==> config.mk <==
export PLATFORM = sky130hd
export DESIGN_NAME = sindoku_board_ctrl
export DESIGN_NICKNAME = d
export VERILOG_FILES = /design/src/rtl/sindoku_board_ctrl.sv
export SDC_FILE = /design/constraint.sdc
export NUM_CORES = 2
export LEC_CHECK = 0
export CORE_MARGIN = 10
export CORE_UTILIZATION = 65
export CTS_BUF_LIST = sky130_fd_sc_hd__clkbuf_4
export DETAILED_ROUTE_END_ITERATION = 16
export PLACE_DENSITY = 0.79
export SETUP_SLACK_MARGIN = 0.3
export SYNTH_ARGS = -nofsm -noshare
export SYNTH_HDL_FRONTEND = slang
export SYNTH_SLANG_ARGS = --single-unit
==> constraint.sdc <==
create_clock -name Clk -period 62.7 [get_ports Clk]
set_input_delay 15.675 -clock Clk [delete_from_list [all_inputs] [get_ports Clk]]
set_output_delay 15.675 -clock Clk [all_outputs]
set_load 0.02 [all_outputs]
==> src/rtl/sindoku_board_ctrl.sv <==
// Parametrised Sudoku board controller: raster load, cursor/commit editing, multi-cycle check pass.
// Optional macro SINDOKU_CURSOR_WRAP_EN makes the cursor wrap at the board edges instead of saturating.
module sindoku_board_ctrl #(
  parameter  int BOX  = 3,
  parameter  int DW   = 4,
  localparam int SIDE = BOX * BOX,
  localparam int NC   = SIDE * SIDE,
  localparam int RW   = $clog2(SIDE),
  localparam int CW   = $clog2(NC + 1)
) (
  input  logic          Clk,
  input  logic          Reset,
  input  logic          Ld_valid,
  input  logic          Ld_given,
  input  logic [DW-1:0] Ld_digit,
  input  logic [DW-1:0] Ld_sol,
  input  logic          R,
  input  logic          L,
  input  logic          U,
  input  logic          D,
  input  logic          C,
  input  logic [DW-1:0] User_in,
  input  logic          Check_solu,
  input  logic          Ack,
  output logic [RW-1:0] Cur_row,
  output logic [RW-1:0] Cur_col,
  output logic [DW-1:0] Cell_val,
  output logic          Cell_given,
  output logic [CW-1:0] Err_count,
  output logic [RW-1:0] Err_row,
  output logic [RW-1:0] Err_col,
  output logic          q_Load,
  output logic          q_Solve,
  output logic          q_Check,
  output logic          q_Correct,
  output logic          q_Incorrect
);

  localparam int PW = $clog2(NC);
`ifdef SINDOKU_CURSOR_WRAP_EN
  localparam bit WRAP = 1'b1;
`else
  localparam bit WRAP = 1'b0;
`endif

  typedef enum logic [4:0] {
    S_LOAD      = 5'b00001,
    S_SOLVE     = 5'b00010,
    S_CHECK     = 5'b00100,
    S_CORRECT   = 5'b01000,
    S_INCORRECT = 5'b10000
  } state_t;

  state_t state_q, state_d;

  logic [DW-1:0] board_q [NC];
  logic [DW-1:0] sol_q   [NC];
  logic [NC-1:0] given_q;

  logic [PW-1:0] ld_ptr_q;
  logic [RW-1:0] cur_row_q, cur_col_q;
  logic [RW-1:0] chk_row_q, chk_col_q;
  logic [RW-1:0] err_row_q, err_col_q;
  logic [CW-1:0] err_count_q;

  logic ld_we, solve_en, chk_start, chk_en, clear_board;

  function automatic logic [PW-1:0] cell_idx(input logic [RW-1:0] row, input logic [RW-1:0] col);
    return PW'(row) * PW'(SIDE) + PW'(col);
  endfunction

  // One axis of cursor motion: opposing pulses cancel, edges saturate or wrap.
  function automatic logic [RW-1:0] step_pos(input logic [RW-1:0] pos, input logic inc, input logic dec);
    logic [RW-1:0] nxt;
    nxt = pos;
    if (inc && !dec) begin
      if (pos == RW'(SIDE - 1)) nxt = WRAP ? '0 : pos;
      else                      nxt = pos + 1'b1;
    end else if (dec && !inc) begin
      if (pos == '0) nxt = WRAP ? RW'(SIDE - 1) : pos;
      else           nxt = pos - 1'b1;
    end
    return nxt;
  endfunction

  logic [PW-1:0] cur_idx, chk_idx;
  logic          chk_mismatch, chk_last, ld_last, commit_ok;

  assign cur_idx      = cell_idx(cur_row_q, cur_col_q);
  assign chk_idx      = cell_idx(chk_row_q, chk_col_q);
  assign chk_mismatch = (board_q[chk_idx] != sol_q[chk_idx]);
  assign chk_last     = (chk_row_q == RW'(SIDE - 1)) && (chk_col_q == RW'(SIDE - 1));
  assign ld_last      = (ld_ptr_q == PW'(NC - 1));
  assign commit_ok    = C && !given_q[cur_idx] && (User_in <= DW'(SIDE));

  // NOTE: sequential state uses non-blocking assignments so every flop samples pre-edge values.
  always_ff @(posedge Clk or posedge Reset) begin
    if (Reset) state_q <= S_LOAD;
    else       state_q <= state_d;
  end

  // NOTE: each always_comb assigns defaults first so no path leaves a signal unassigned (no latches).
  always_comb begin
    state_d = state_q;
    case (state_q)
      S_LOAD:      if (Ld_valid && ld_last) state_d = S_SOLVE;
      S_SOLVE:     if (Check_solu) state_d = S_CHECK;
      S_CHECK:     if (chk_last)
                     state_d = (err_count_q == '0 && !chk_mismatch) ? S_CORRECT : S_INCORRECT;
      S_CORRECT:   if (Ack) state_d = S_LOAD;
      S_INCORRECT: if (Ack) state_d = S_SOLVE;
      default:     state_d = S_LOAD;
    endcase
  end

  always_comb begin
    q_Load      = 1'b0;
    q_Solve     = 1'b0;
    q_Check     = 1'b0;
    q_Correct   = 1'b0;
    q_Incorrect = 1'b0;
    ld_we       = 1'b0;
    solve_en    = 1'b0;
    chk_start   = 1'b0;
    chk_en      = 1'b0;
    clear_board = 1'b0;
    case (state_q)
      S_LOAD:      begin q_Load = 1'b1; ld_we = Ld_valid; end
      S_SOLVE:     begin q_Solve = 1'b1; chk_start = Check_solu; solve_en = !Check_solu; end
      S_CHECK:     begin q_Check = 1'b1; chk_en = 1'b1; end
      S_CORRECT:   begin q_Correct = 1'b1; clear_board = Ack; end
      S_INCORRECT: q_Incorrect = 1'b1;
      default:     clear_board = 1'b1;
    endcase
  end

  // NOTE: the board is architecturally cleared by reset, so these arrays are reset flops, not a RAM.
  always_ff @(posedge Clk or posedge Reset) begin
    if (Reset) begin
      for (int i = 0; i < NC; i++) begin
        board_q[i] <= '0;
        sol_q[i]   <= '0;
      end
      given_q <= '0;
    end else if (clear_board) begin
      for (int i = 0; i < NC; i++) begin
        board_q[i] <= '0;
        sol_q[i]   <= '0;
      end
      given_q <= '0;
    end else if (ld_we) begin
      board_q[ld_ptr_q] <= Ld_digit;
      sol_q[ld_ptr_q]   <= Ld_sol;
      given_q[ld_ptr_q] <= Ld_given;
    end else if (solve_en && commit_ok) begin
      board_q[cur_idx] <= User_in;
    end
  end

  always_ff @(posedge Clk or posedge Reset) begin
    if (Reset) begin
      ld_ptr_q    <= '0;
      cur_row_q   <= '0;
      cur_col_q   <= '0;
      chk_row_q   <= '0;
      chk_col_q   <= '0;
      err_row_q   <= '0;
      err_col_q   <= '0;
      err_count_q <= '0;
    end else begin
      if (clear_board) ld_ptr_q <= '0;
      if (ld_we) begin
        if (ld_last) begin
          ld_ptr_q  <= '0;
          cur_row_q <= '0;
          cur_col_q <= '0;
        end else begin
          ld_ptr_q <= ld_ptr_q + 1'b1;
        end
      end
      if (solve_en) begin
        cur_col_q <= step_pos(cur_col_q, R, L);
        cur_row_q <= step_pos(cur_row_q, D, U);
      end
      if (chk_start) begin
        err_count_q <= '0;
        chk_row_q   <= '0;
        chk_col_q   <= '0;
      end
      if (chk_en) begin
        if (chk_mismatch) begin
          err_count_q <= err_count_q + 1'b1;
          // A zero running count means this is the first mismatch of the pass.
          if (err_count_q == '0) begin
            err_row_q <= chk_row_q;
            err_col_q <= chk_col_q;
          end
        end
        if (chk_col_q == RW'(SIDE - 1)) begin
          chk_col_q <= '0;
          chk_row_q <= chk_last ? '0 : chk_row_q + 1'b1;
        end else begin
          chk_col_q <= chk_col_q + 1'b1;
        end
      end
    end
  end

  assign Cur_row    = cur_row_q;
  assign Cur_col    = cur_col_q;
  assign Cell_val   = board_q[cur_idx];
  assign Cell_given = given_q[cur_idx];
  assign Err_count  = err_count_q;
  assign Err_row    = err_row_q;
  assign Err_col    = err_col_q;

endmodule

==> metrics.txt <==
outcome finished with violations; failing checks capacitance limit, slew limit; simple-gate share of the synthesized area 20.23%; post-synthesis xor/xnor area fraction 0.5004%; Worst Setup SP Cur_row[1]$_DFFE_PP0P_; chip width 285.3 µm; most frequent cells after synthesis nand2_1, dfrtp_1, nor2_1, nand3_1, a22oi_1; syn nets 4898; worst skew pair latency 1.19 ns; Bufs on Longest Clock Path 3; post-CTS resize count 0; Setup CP Type reg2out; Synth Area in Compound Gates 14.92%; Rel. slew slack -7.908%; routed length per instance 31.97 µm; #FFs+latches synth 772; Worst Tran Pin Value 1.617 ns; final hold violations 0; mapped cell area 45760 µm²; critical path fanouts, max 34; top-count cell post-synth nand2_1; largest net degree at the start of global routing 206; CP Capture Type output pin; First DRT Iteration DRCs 7800; slack of the critical path 40.45 ns; CP max stage cell clkdlybuf4s50_1; die area 81410 µm²; post-CTS setup buffer count 0; worst min-delay path startpoint sol_q[87]$_DFFE_PP0P_; vias in the first global route 41769; Sink Count 772; Avg Cell Area, Syn 9.460 µm²; Final ANT Viol Nets 0; setup TNS 0 ns; setup violators final 0; Worst-path clk slew 0.07 ns; IO buf count 55; Vias 43958; DR vias/cell 7.415; CP delay by family, top compound AO/OA/AOI/OAI gates; EDFF count, synth 0; mux contribution to synthesized area 17.33%; CTS tree yes; crit-path cells ha_1, ha_2, fa_2, buf_4, nor2b_1, nand2_1, o22ai_1, nor4_1, nand2_1, a21oi_1, a21oi_1, o31ai_1, clkdlybuf4s50_1; share of cells above drive strength 1 21.73%; fillers 5402; leakage 22.82 nW; Max IR drop VDD 0.02012 mV; Adder-Cell Fraction of Synth Area 1.105%; combinational family with the most area after synthesis simple AND/OR/NAND/NOR gates; Final nets 4878; PwrDens 25.01 nW/µm²; post-DP HPWL 121300 µm; Root Driver clkbuf_4; Slew Limit Fails 41; Total GRT Usage 45.86%; top_reg_cell synth dfrtp_1; worst min path class reg2reg; register area 19320 µm²; Startpoint Class flop; Synth top area share 42.16%; core area 69910 µm²; final wirelength 189500 µm; Fmax 44.95 MHz; Initial DRT Pass Iterations 12; DRC violations left 0; Mapped Cells 4837; global-route wire length before repair 278000 µm; H-tree depth 4; antenna violations before repair 14; CTS Buf Count 206; Post-synth ARST share 100.0%; Crit path largest cell delay 0.76 ns; crit path DAT 6.57 ns; Post-Place Worst Slack 41.99 ns; hold buffer count at cts 0; GR Overflow Total 0; fin crit period 22.25 ns; synth top area cells dfrtp_1, nand2_1, mux4_2; Yosys Warn Count 0; Yosys cell types 85; # IOs 56; Initial Utilization 65.46%; max-capacitance violation count 6; clk_skew 0.08068 ns; Tot Pwr 1.241 mW; CP bufs+invs 2; worst path required time 47.02 ns; area taken by multi-input logic gates 25010 µm²; Seq/Total Area, Yosys 42.22%; Final GP Congestion 1.083; Area growth, synth to finish 8.449%; die height 285.3 µm; top cell type by total area after synthesis dfrtp_1; Final period util 35.48%; RSZ-0062 raised after global routing no; # rows 97; FF-to-FF Start Cur_row[1]$_DFFE_PP0P_
-- per-stage QoR --
stage	cell area, µm²	utilization, %	cells	hold slack (ns)
final	49630	70.99	5928	0.4922
after global routing	49600	70.94	5916	0.5122
after CTS	49550	70.87	5909	0.4959
after detailed placement	46880	67.06	5547	0.4798
after global placement	46880	67.06	5547	0.4743
after floorplan	45760	-	4837	0.4589
-- flip-flops by register name, summed over array words and instances, names as in the netlist --
name / cells
Err_row: 4
sol_q: 324
given_q: 81
Cur_col: 4
state_q: 5
chk_col_q: 4
Err_col: 4
board_q: 324
chk_row_q: 4
ld_ptr_q: 7
Err_count: 7
Cur_row: 4
-- area by class of cell --
| type | instances | share of cell area [%] |
|---|---|---|
| Antenna cell | 17 | 0.08572 |
| Sequential cell | 772 | 38.93 |
| Multi-Input combinational cell | 3660 | 50.39 |
| Inverter | 21 | 0.1740 |
| Tap cell | 940 | 2.370 |
| Timing Repair Buffer | 156 | 2.678 |
| Clock buffer | 300 | 4.538 |
| Clock inverter | 62 | 0.8346 |
-- cell families after synthesis --
group	after synthesis
flops	772
simple gates	2190
xor+xnor	24
mux	524
compound gates	884
fa+ha+maj	38
buf+inv	405
-- cell usage in the layout (no fill, tap or decap), drive strengths merged, types with 8 or more instances in the layout --
master	n
nand4	25
a22oi	385
o21bai	8
nor3b	9
o22ai	40
nand3	419
ha	34
buf	106
a31oi	83
xor2	13
a221oi	25
a21oi	69
clkbuf	300
mux2i	42
nor2b	17
o221a	24
mux2	302
and3	17
nor4	11
xnor2	11
a211oi	36
nand2	1060
o31ai	10
clkdlybuf4s50	50
o211ai	8
inv	26
a32oi	8
mux4	180
and2	15
diode	17
nor3	104
o21ai	93
dfrtp	771
nor2	472
nand2b	16
a22o	38
clkinv	51
-- per-layer routing --
| metal | GRT usage [%] | routed length, µm | vias to the layer above |
|---|---|---|---|
| met1 | 56.73 | 63870 | 21072 |
| met5 | 1.011 | 200 | - |
| li1 | - | - | 17703 |
| met3 | 23.04 | 32930 | 1052 |
| met4 | 30.46 | 15990 | 12 |
| met2 | 62.19 | 76540 | 4119 |
-- tightest hold or removal path: cells and delay by family (launching register included) --
family / cells / cell delay [ns]
DFF: 1 / 0.34
and+or+nand+nor: 2 / 0.12
-- path summary, 6_finish.rpt --
| path | endpoint | slack (ns) | cells past startpoint |
|---|---|---|---|
| min in group asynchronous | sol_q[123]$_DFFE_PP0P_ | 15.05 | 2 |
| min reg2reg | sol_q[87]$_DFFE_PP0P_ | 0.49 | 2 |
| max in group asynchronous | board_q[15]$_DFFE_PP0P_ | 43.73 | 6 |
| max | Cell_val[3] | 40.45 | 13 |
| min | sol_q[87]$_DFFE_PP0P_ | 0.49 | 2 |
| max reg2reg | board_q[319]$_DFFE_PP0P_ | 56.04 | 16 |
-- power breakdown --
part / switching, mW / internal [mW]
combinational: 0.160 / 0.0557
sequential: 0.0272 / 0.527
clock: 0.231 / 0.240
Power figures use the tool's default switching activity.
